## config.mk

```make
export PLATFORM = sky130hd
export DESIGN_NAME = sparse_mul_host_ctrl
export DESIGN_NICKNAME = d
export VERILOG_FILES = /design/src/rtl/sparse_mul_pkg.sv /design/src/rtl/sparse_mul_host_ctrl_res_skid_fifo.sv /design/src/rtl/sparse_mul_host_ctrl.sv
export SDC_FILE = /design/constraint.sdc
export NUM_CORES = 1
export LEC_CHECK = 0
export ABC_AREA = 0
export CAP_MARGIN = 10
export CORE_MARGIN = 8
export CORE_UTILIZATION = 35
export CTS_CLUSTER_DIAMETER = 60
export DETAILED_ROUTE_END_ITERATION = 10
export GPL_TIMING_DRIVEN = 0
export PLACE_DENSITY = 0.7
export SLEW_MARGIN = 20
export SYNTH_ARGS = -nofsm -noshare
export SYNTH_HDL_FRONTEND = slang
export SYNTH_SLANG_ARGS = --single-unit
```

## constraint.sdc

```tcl
create_clock -name clk -period 2.95 [get_ports clk]
set_clock_uncertainty 0.05 [all_clocks]
set_input_delay 0.4425 -clock clk [delete_from_list [all_inputs] [get_ports clk]]
set_output_delay 0.4425 -clock clk [all_outputs]
set_load 0.02 [all_outputs]
```

## src/rtl/sparse_mul_pkg.sv

```systemverilog
// sparse_mul_pkg: shared sizes and FSM states for the sparse_mul_256_16 host sequencer.
package sparse_mul_pkg;
  localparam int N = 512;
  localparam int H = 256;
  localparam int CORE_NUM = 2;
  localparam int COEFF_WIDTH = 8;
  localparam int POS_WIDTH = $clog2(N);
  localparam int POS_RAM_DEPTH = (H + CORE_NUM - 1) / CORE_NUM;
  localparam int POS_RAM_WIDTH = (POS_WIDTH + 1) * CORE_NUM;
  localparam int RES_LEN = N / 2;
  localparam int POS_AW = $clog2(POS_RAM_DEPTH);
  localparam int RES_AW = $clog2(RES_LEN);
  localparam int RCNT_W = RES_AW + 1;
  typedef enum logic [2:0] {IDLE, LOAD_POLY, LOAD_POS, START, WAIT_DONE, READ, DRAIN} state_t;
endpackage

```

## src/rtl/sparse_mul_host_ctrl_res_skid_fifo.sv

```systemverilog
// res_skid_fifo: 2-entry result FIFO absorbing read data that returns one cycle after issue.
module res_skid_fifo import sparse_mul_pkg::*; (
  input  logic                   clk,
  input  logic                   rst,
  input  logic                   push,
  input  logic                   pop,
  input  logic [COEFF_WIDTH-1:0] din,
  output logic [COEFF_WIDTH-1:0] dout,
  output logic [1:0]             count
);
  logic [COEFF_WIDTH-1:0] mem [2];
  logic wp, rp;
  assign dout = mem[rp];
  always_ff @(posedge clk or posedge rst)
    if (rst) begin
      mem[0] <= '0;
      mem[1] <= '0;
      wp <= 1'b0;
      rp <= 1'b0;
      count <= '0;
    end else begin
      if (push) begin
        mem[wp] <= din;
        wp <= ~wp;
      end
      if (pop) rp <= ~rp;
      count <= count + 2'(push) - 2'(pop);
    end
endmodule

```

## src/rtl/sparse_mul_host_ctrl.sv

```systemverilog
// sparse_mul_host_ctrl: loads the multiplier RAMs from two streams, runs it, and streams results out.
// Define SPARSE_MUL_CYCLE_CNT_EN to add the compute_cycles port.
module sparse_mul_host_ctrl import sparse_mul_pkg::*; (
  input  logic                     clk,
  input  logic                     rst,
  input  logic                     cmd_start,
  output logic                     busy,
  output logic                     job_done,
  input  logic                     poly_valid,
  output logic                     poly_ready,
  input  logic [COEFF_WIDTH-1:0]   poly_data,
  input  logic                     pos_valid,
  output logic                     pos_ready,
  input  logic [POS_RAM_WIDTH-1:0] pos_data,
  output logic                     mem_poly_wren,
  output logic [POS_WIDTH-1:0]     mem_poly_wr_addr,
  output logic [COEFF_WIDTH-1:0]   mem_poly_din,
  output logic                     mem_pos_wren,
  output logic [POS_AW-1:0]        mem_pos_wr_addr,
  output logic [POS_RAM_WIDTH-1:0] mem_pos_din,
  output logic                     mul_start,
  input  logic                     mul_done,
  output logic                     res_rden,
  output logic [RES_AW-1:0]        res_rd_addr,
  input  logic [COEFF_WIDTH-1:0]   res_rdata,
  output logic                     res_valid,
  input  logic                     res_ready,
  output logic [COEFF_WIDTH-1:0]   res_data
`ifdef SPARSE_MUL_CYCLE_CNT_EN
  ,
  output logic [31:0]              compute_cycles
`endif
);
  state_t state, state_n;
  logic [POS_WIDTH-1:0] cnt;
  logic [RCNT_W-1:0] rcnt;
  logic [1:0] fcount;
  logic inflight, pop, last_poly, last_pos;
  assign busy = state != IDLE;
  assign poly_ready = state == LOAD_POLY;
  assign pos_ready = state == LOAD_POS;
  assign mem_poly_wren = poly_ready & poly_valid;
  assign mem_pos_wren = pos_ready & pos_valid;
  assign mem_poly_wr_addr = cnt;
  assign mem_pos_wr_addr = cnt[POS_AW-1:0];
  assign mem_poly_din = mem_poly_wren ? poly_data : '0;
  assign mem_pos_din = mem_pos_wren ? pos_data : '0;
  assign last_poly = mem_poly_wren && int'(cnt) == N - 1;
  assign last_pos = mem_pos_wren && int'(cnt) == POS_RAM_DEPTH - 1;
  assign mul_start = state == START;
  assign res_valid = fcount != 2'd0;
  assign pop = res_valid & res_ready;
  // Occupancy after this cycle's pop must leave room for the new read's data.
  assign res_rden = state == READ && int'(rcnt) < RES_LEN &&
                    int'(fcount) + int'(inflight) - int'(pop) < 2;
  assign res_rd_addr = rcnt[RES_AW-1:0];
  always_comb begin
    state_n = state;
    case (state)
      IDLE:      state_n = cmd_start ? LOAD_POLY : IDLE;
      LOAD_POLY: state_n = last_poly ? LOAD_POS : LOAD_POLY;
      LOAD_POS:  state_n = last_pos ? START : LOAD_POS;
      START:     state_n = WAIT_DONE;
      WAIT_DONE: state_n = mul_done ? READ : WAIT_DONE;
      READ:      state_n = (res_rden && int'(rcnt) == RES_LEN - 1) ? DRAIN : READ;
      DRAIN:     state_n = (fcount == 2'd0 && !inflight) ? IDLE : DRAIN;
      default:   state_n = IDLE;
    endcase
  end
  always_ff @(posedge clk or posedge rst)
    if (rst) begin
      state <= IDLE;
      cnt <= '0;
      rcnt <= '0;
      inflight <= 1'b0;
      job_done <= 1'b0;
    end else begin
      state <= state_n;
      cnt <= (state == IDLE || last_poly || last_pos) ? '0 : cnt + POS_WIDTH'(mem_poly_wren | mem_pos_wren);
      rcnt <= state == IDLE ? '0 : rcnt + RCNT_W'(res_rden);
      inflight <= res_rden;
      job_done <= state == DRAIN && state_n == IDLE;
    end
  res_skid_fifo u_fifo (
    .clk(clk),
    .rst(rst),
    .push(inflight),
    .pop(pop),
    .din(res_rdata),
    .dout(res_data),
    .count(fcount)
  );
`ifdef SPARSE_MUL_CYCLE_CNT_EN
  always_ff @(posedge clk or posedge rst)
    if (rst) compute_cycles <= '0;
    else if (state == START) compute_cycles <= '0;
    else if (state == WAIT_DONE && !(&compute_cycles)) compute_cycles <= compute_cycles + 32'd1;
`endif
endmodule

```

; Yosys cells after proc, flatten, opt, wreduce, memory -nomap -nowiden
; Cells that the tools add are included.
[totals]
reg_bits = 43
input_bits = 43
out_inout_bits = 69
word_cells = 71
[classes]
n_addsub = 6
magnitude_cmp = 5
eq_ne = 9
mux = 17
bitwise_logic = 8
reduce_logical = 16
[op_table]
columns = operator, n
row1 = two-way mux 8 bit, 5
row2 = case mux 3 bit (7 select lines), 1
row3 = two-way mux 20 bit, 1
row4 = adder 9 x 1 -> 9 bit, 2
row5 = two-way mux 9 bit, 2
row6 = bitwise mux 16 bit, 1
row7 = equality test 3 bit (second input constant), 3
row8 = equality test 9 x 1 -> 1 bit (second input constant), 1
row9 = equality test 9 x 8 -> 1 bit (second input constant), 1
row10 = equality test 9 bit (second input constant), 1
row11 = < comparator 9 bit (second input constant), 1
row12 = demux 8 bit (select 1 bit), 1
row13 = logical AND 1 bit, 8
row14 = equality test 3 x 2 -> 1 bit (second input constant), 2
row15 = logical NOT 3 bit, 2
row16 = >= comparator 2 bit (second input constant), 2
row17 = < comparator 4 x 3 -> 1 bit (second input constant), 1
row18 = two-way mux 2 bit, 2
row19 = NOT 1 -> 2 bit, 2
row20 = subtractor 3 x 1 -> 4 bit, 1
row21 = adder 2 x 1 -> 3 bit, 1
row22 = AND 1 bit, 3
row23 = equality test 3 x 1 -> 1 bit (second input constant), 1
row24 = two-way mux 1 bit, 3
row25 = 11 further kinds, 13

; Longest topological paths before layout
; Gate-level depths: netlist of run 1.
[depth]
word_depth = 10
depth_mapped = 12
mapped_depth_nobuf = 12

; Cells and area by module
; A second synthesis of run 1 with hierarchy kept.
[hier_totals]
cells_unflattened = 236
area_unflattened_um2 = 2494.9
[modules_own_cells]
columns = mod, n_inst, cells_each, area_each_um2, seq_area_each_um2
row1 = sparse_mul_host_ctrl, 1, 179, 1594.0, 575.6
row2 = res_skid_fifo, 1, 57, 900.9, 500.5

; Worst setup path before layout of run 1
; No wires, ideal clock.
[synth_timing]
path_kind = in2reg
start = in res_ready
end = reg rcnt[8]
setup_time_ps = 78
arrival_time_ps = 2962
t_required_ps = 2822
path_slack_ps = -140
stages = 12
path_cell_list = nand2_1 mux2i_1 ha_1 inv_1 fa_1 xor2_1 nor4_2 ha_1 ha_1 nand3_1 or3_1 a21oi_1
[synth_between]
elab_chain_len = 6
[synth_lines]
columns = item, line
row1 = start: declaration, sparse_mul_host_ctrl.sv:27  ; input logic res_ready,
row2 = AND 1 bit, sparse_mul_host_ctrl.sv:52  ; assign pop = res_valid & res_ready;
row3 = subtractor 3 x 1 -> 4 bit, sparse_mul_host_ctrl.sv:55  ; int'(fcount) + int'(inflight) - int'(pop) < 2;
row4 = < comparator 4 x 3 -> 1 bit, sparse_mul_host_ctrl.sv:55
row5 = logical AND 1 bit, sparse_mul_host_ctrl.sv:54  ; assign res_rden = state == READ && int'(rcnt) < RES_LEN &&
row6 = via res_rden, sparse_mul_host_ctrl.sv:23  ; output logic res_rden,
row7 = adder 9 x 1 -> 9 bit, sparse_mul_host_ctrl.sv:80  ; rcnt <= state == IDLE ? '0 : rcnt + RCNT_W'(res_rden);
row8 = two-way mux 9 bit, sparse_mul_host_ctrl.sv:80
row9 = end signal: assignment, sparse_mul_host_ctrl.sv:80
row10 = end: declaration, sparse_mul_host_ctrl.sv:36  ; logic [RCNT_W-1:0] rcnt;
; The timed path passes the listed nets, and every way through them passes these cells.
; A chain may end at the register's enable or synchronous reset.

; Final worst setup path of run 1
[layout_timing]
start = reg u_fifo.count[1]
end = out res_rden
[layout_between]
elab_chain_len = 5
elab_cells_between_ends = 6
[layout_lines]
columns = item, line
row1 = start: declaration, sparse_mul_host_ctrl_res_skid_fifo.sv:9  ; output logic [1:0] count
row2 = start signal: assignment, sparse_mul_host_ctrl_res_skid_fifo.sv:27  ; count <= count + 2'(push) - 2'(pop);
row3 = branches (longest 2 deep; another with adder 2 x 1 -> 3 bit), n/a
row4 = subtractor 3 x 1 -> 4 bit *, sparse_mul_host_ctrl.sv:55
row5 = < comparator 4 x 3 -> 1 bit *, sparse_mul_host_ctrl.sv:55
row6 = logical AND 1 bit *, sparse_mul_host_ctrl.sv:54
row7 = end: declaration, sparse_mul_host_ctrl.sv:23
; Mark *: on every way between the ends.

==> impl_metrics.py, run 1 <==
metrics = {
    "flow_run": {
        "maxCapViolCount": 0,
    },
    "sta": {
        "totalNegativeSetupSlack_ps": 0,
        "min_period_over_period_pct": 94.6,
        "finalSetupViolCount": 0,
        "final_hold_viol_count": 0,
        "worst_pin_slew_ps": 536,
        "worst_hold_slack_ps": 373,
        "fmax_ghz": 0.358,
        "finalCriticalPeriod_ps": 2790,
        "maxSlewViolCount": 0,
        "relSlewSlack_pct": 64.3,
    },
    "worst_setup_path": {
        "cp-endpoint": "res_rden",
        "r2r_slack_ps": 200,
        "rr_worst_depth": 13,
        "crit_start": "u_fifo.count[1]$_DFF_PP0_",
        "rr_startpoint": "u_fifo.count[1]$_DFF_PP0_",
        "timing.rr.end": "rcnt[8]$_DFF_PP0_",
        "crit_required_ps": 2460,
        "crit_arrival_ps": 2300,
        "start_kind": "register",
        "worst-setup-path-type": "reg -> out",
        "cp-end-kind": "output pin",
        "cp_max_fo": 4,
    },
    "placement": {
        "place_congestion": 0.722,
        "hpwl_um": 4900,
        "portBuffers": 111,
    },
    "die": {
        "fp.dieArea_um2": 9680,
        "floorplan.rows": 30,
        "core_um2": 6680,
        "dieHeight_um": 98.4,
        "ioPinCount": 112,
        "die_width_um": 98.4,
        "floorplan.initialDensity_pct": 35.6,
    },
    "synth": {
        "synthesis.area_um2": 2380,
        "seq_area_frac_synth_pct": 45.3,
        "ys_ff_latch": 43,
        "ys_async_sr_fraction_pct": 100,
        "synth_top_area_cell": "dfrtp_1",
        "synth_edf_count": 0,
        "synth_top_area_share_pct": 45.3,
        "synthCells": 225,
        "yosysUniqueCellTypes": 35,
        "synth_nets": 274,
        "syn_area_per_cell_um2": 10.6,
        "ys_warn_count": 0,
        "synthFlopType": "dfrtp_1",
        "synthTopCellsByArea": "dfrtp_1 (45%), mux2_2 (11%), and2_1 (5.3%), buf_4 (4.7%), nor2_1 (2.8%)",
    },
    "min_path": {
        "hp-class": "in -> reg",
    },
    "drt": {
        "ant_nets": 0,
        "drtIter0Drc": 69,
        "wl_per_cell_um": 14.5,
        "vias": 2028,
        "routed_wl_um": 6230,
        "drt-pass1-iter-count": 4,
        "vias_per_cell": 4.72,
        "drc": 0,
    },
    "final_layout": {
        "final_common_cell": "clkdlybuf4s50_1",
        "area_delta_synth_final_pct": 59.1,
        "seq_area_um2": 1080,
        "multi_input_area_um2": 1170,
        "fin_nets": 399,
        "antenna_cells": 0,
        "n_fill_cell": 621,
        "layout_common_cells": "clkdlybuf4s50_1 (109), dfrtp_1 (43), mux2_2 (24)",
        "drive_above_1_share_pct": 22.3,
    },
    "global_route": {
        "antenna_found_initial": 0,
        "grt_pass1_vias": 2052,
        "grt_pass1_wl_um": 10200,
        "grt.total_usage_pct": 12.9,
        "grt_overflow": 0,
        "grt_max_degree": 24,
    },
    "status": {
        "status": "complete, no violations",
    },
    "clocking": {
        "path_clk_slew_ps": 80,
        "insertion_delay_ps": 290,
        "numCtsBuffers": 5,
        "cts_hold_buf": 0,
        "cts_sinks": 43,
        "cts.path.max_buffers": 2,
        "cts-root-buf": "clkbuf_8",
        "ctsHtreeMaxLevel": 2,
        "cts_tree": "built",
    },
    "pwr": {
        "power_density_nw_per_um2": 446,
        "power.total_mw": 1.69,
        "max-vdd-ir-drop_mv": 0.205,
        "leakagePower_nw": 1.65,
    },
}
-- state kept, by name, indices dropped and copies added, names as in the netlist --
register          flops
u_fifo.count          2
u_fifo.mem           16
mem_poly_wr_addr      9
state                 3
rcnt                  9
job_done              1
u_fifo.wp             1
inflight              1
u_fifo.rp             1
-- routing by layer --
layer / GRT usage (%) / wire (um) / part of all wire, %
met3: 5.55 / 473 / 7.6
met5: 0 / 0 / 0
met2: 21.7 / 3150 / 50
met1: 14.7 / 2580 / 41
met4: 2.83 / 34 / 0.55
-- critical path, stage by stage (launching register included) --
cell	delay (ps)
dfrtp_1	360
nand2_1	70
mux2i_1	140
ha_2	180
inv_1	50
fa_2	570
nand2_1	80
nor4_4	130
buf_4	180
buf_4	110
buf_4	130
-- how the worst min path moves through the flow --
stage / start / slack, ps / cells past startpoint / endpoint
2_1_floorplan: u_fifo.wp$_DFFE_PP0P_ / 400 / 1 / u_fifo.wp$_DFFE_PP0P_
3_3_place_gp: u_fifo.wp$_DFFE_PP0P_ / 420 / 1 / u_fifo.wp$_DFFE_PP0P_
3_5_place_dp: u_fifo.wp$_DFFE_PP0P_ / 420 / 1 / u_fifo.wp$_DFFE_PP0P_
4_1_cts: u_fifo.wp$_DFFE_PP0P_ / 440 / 1 / u_fifo.wp$_DFFE_PP0P_
5_1_grt: res_ready / 390 / 3 / u_fifo.rp$_DFFE_PP0P_
6_report: res_ready / 370 / 3 / u_fifo.rp$_DFFE_PP0P_
-- through the flow --
stage | util, % | instances | area, um^2 | setup WS, ps
after floorplan | - | 225 | 2380 | 61.9
after global placement | 53.8 | 416 | 3600 | -478
after detailed placement | 54.2 | 417 | 3620 | -567
after CTS | 55.7 | 425 | 3720 | 87.1
after global routing | 56.6 | 430 | 3780 | -4.58
final | 56.6 | 430 | 3780 | 160
-- Yosys cell counts (4+ instances only) --
library cell,number
mux2_2,24
xnor2_1,7
inv_1,7
xor2_1,7
dfrtp_1,43
nor2_1,18
nand3_1,10
buf_4,15
ha_1,5
nand2_1,9
and2_1,20
and3_1,9
nor2_2,7
o21ai_0,4
a21oi_1,4
-- cells by family after synthesis --
family          after synthesis  share of synthesized area, %
simple gates                 93                          22.4
flops                        43                          45.3
buf+inv                      29                          7.42
mux                          26                          12.2
compound gates               14                          4.05
xor+xnor                     14                          5.16
fa+ha+maj                     6                          3.48
-- power breakdown --
group	leakage, nW	switching, mW	internal, mW
clock	0.0440	0.202	0.162
sequential	0.547	0.0786	0.645
combinational	1.06	0.266	0.332
total	1.65	0.546	1.14
-- cell type report --
| cell class | instances | share of cell area [%] |
|---|---|---|
| clock buffers | 5 | 1.82 |
| repair buffers | 118 | 31.1 |
| well taps | 80 | 2.65 |
| clock inverters | 2 | 0.364 |
| plain buffers | 22 | 3.97 |
| flip-flops and latches | 43 | 28.5 |
| inverters | 7 | 0.695 |
| multi-input cells | 153 | 30.9 |
-- repair_timing --
action	CTS	global route
gates resized for setup	8	7
setup buffers	1	5
endpoints found under the setup margin	6	4
pin swaps	1	2
Power figures use the tool's default switching activity.
==> run 2: changes to the inputs <==
--- a/config.mk
+++ b/config.mk
@@ -9,6 +9,7 @@
 export CAP_MARGIN = 10
 export CORE_MARGIN = 8
 export CORE_UTILIZATION = 35
+export CTS_BUF_LIST = sky130_fd_sc_hd__clkbuf_4 sky130_fd_sc_hd__clkbuf_8 sky130_fd_sc_hd__clkbuf_16
 export CTS_CLUSTER_DIAMETER = 60
 export DETAILED_ROUTE_END_ITERATION = 10
 export GPL_TIMING_DRIVEN = 0
@@ -17,3 +18,4 @@
 export SYNTH_ARGS = -nofsm -noshare
 export SYNTH_HDL_FRONTEND = slang
 export SYNTH_SLANG_ARGS = --single-unit
+export TNS_END_PERCENT = 1
==> results of run 2 <==
Same layout as run 1: the final DEF is identical, and so are final timing and power.
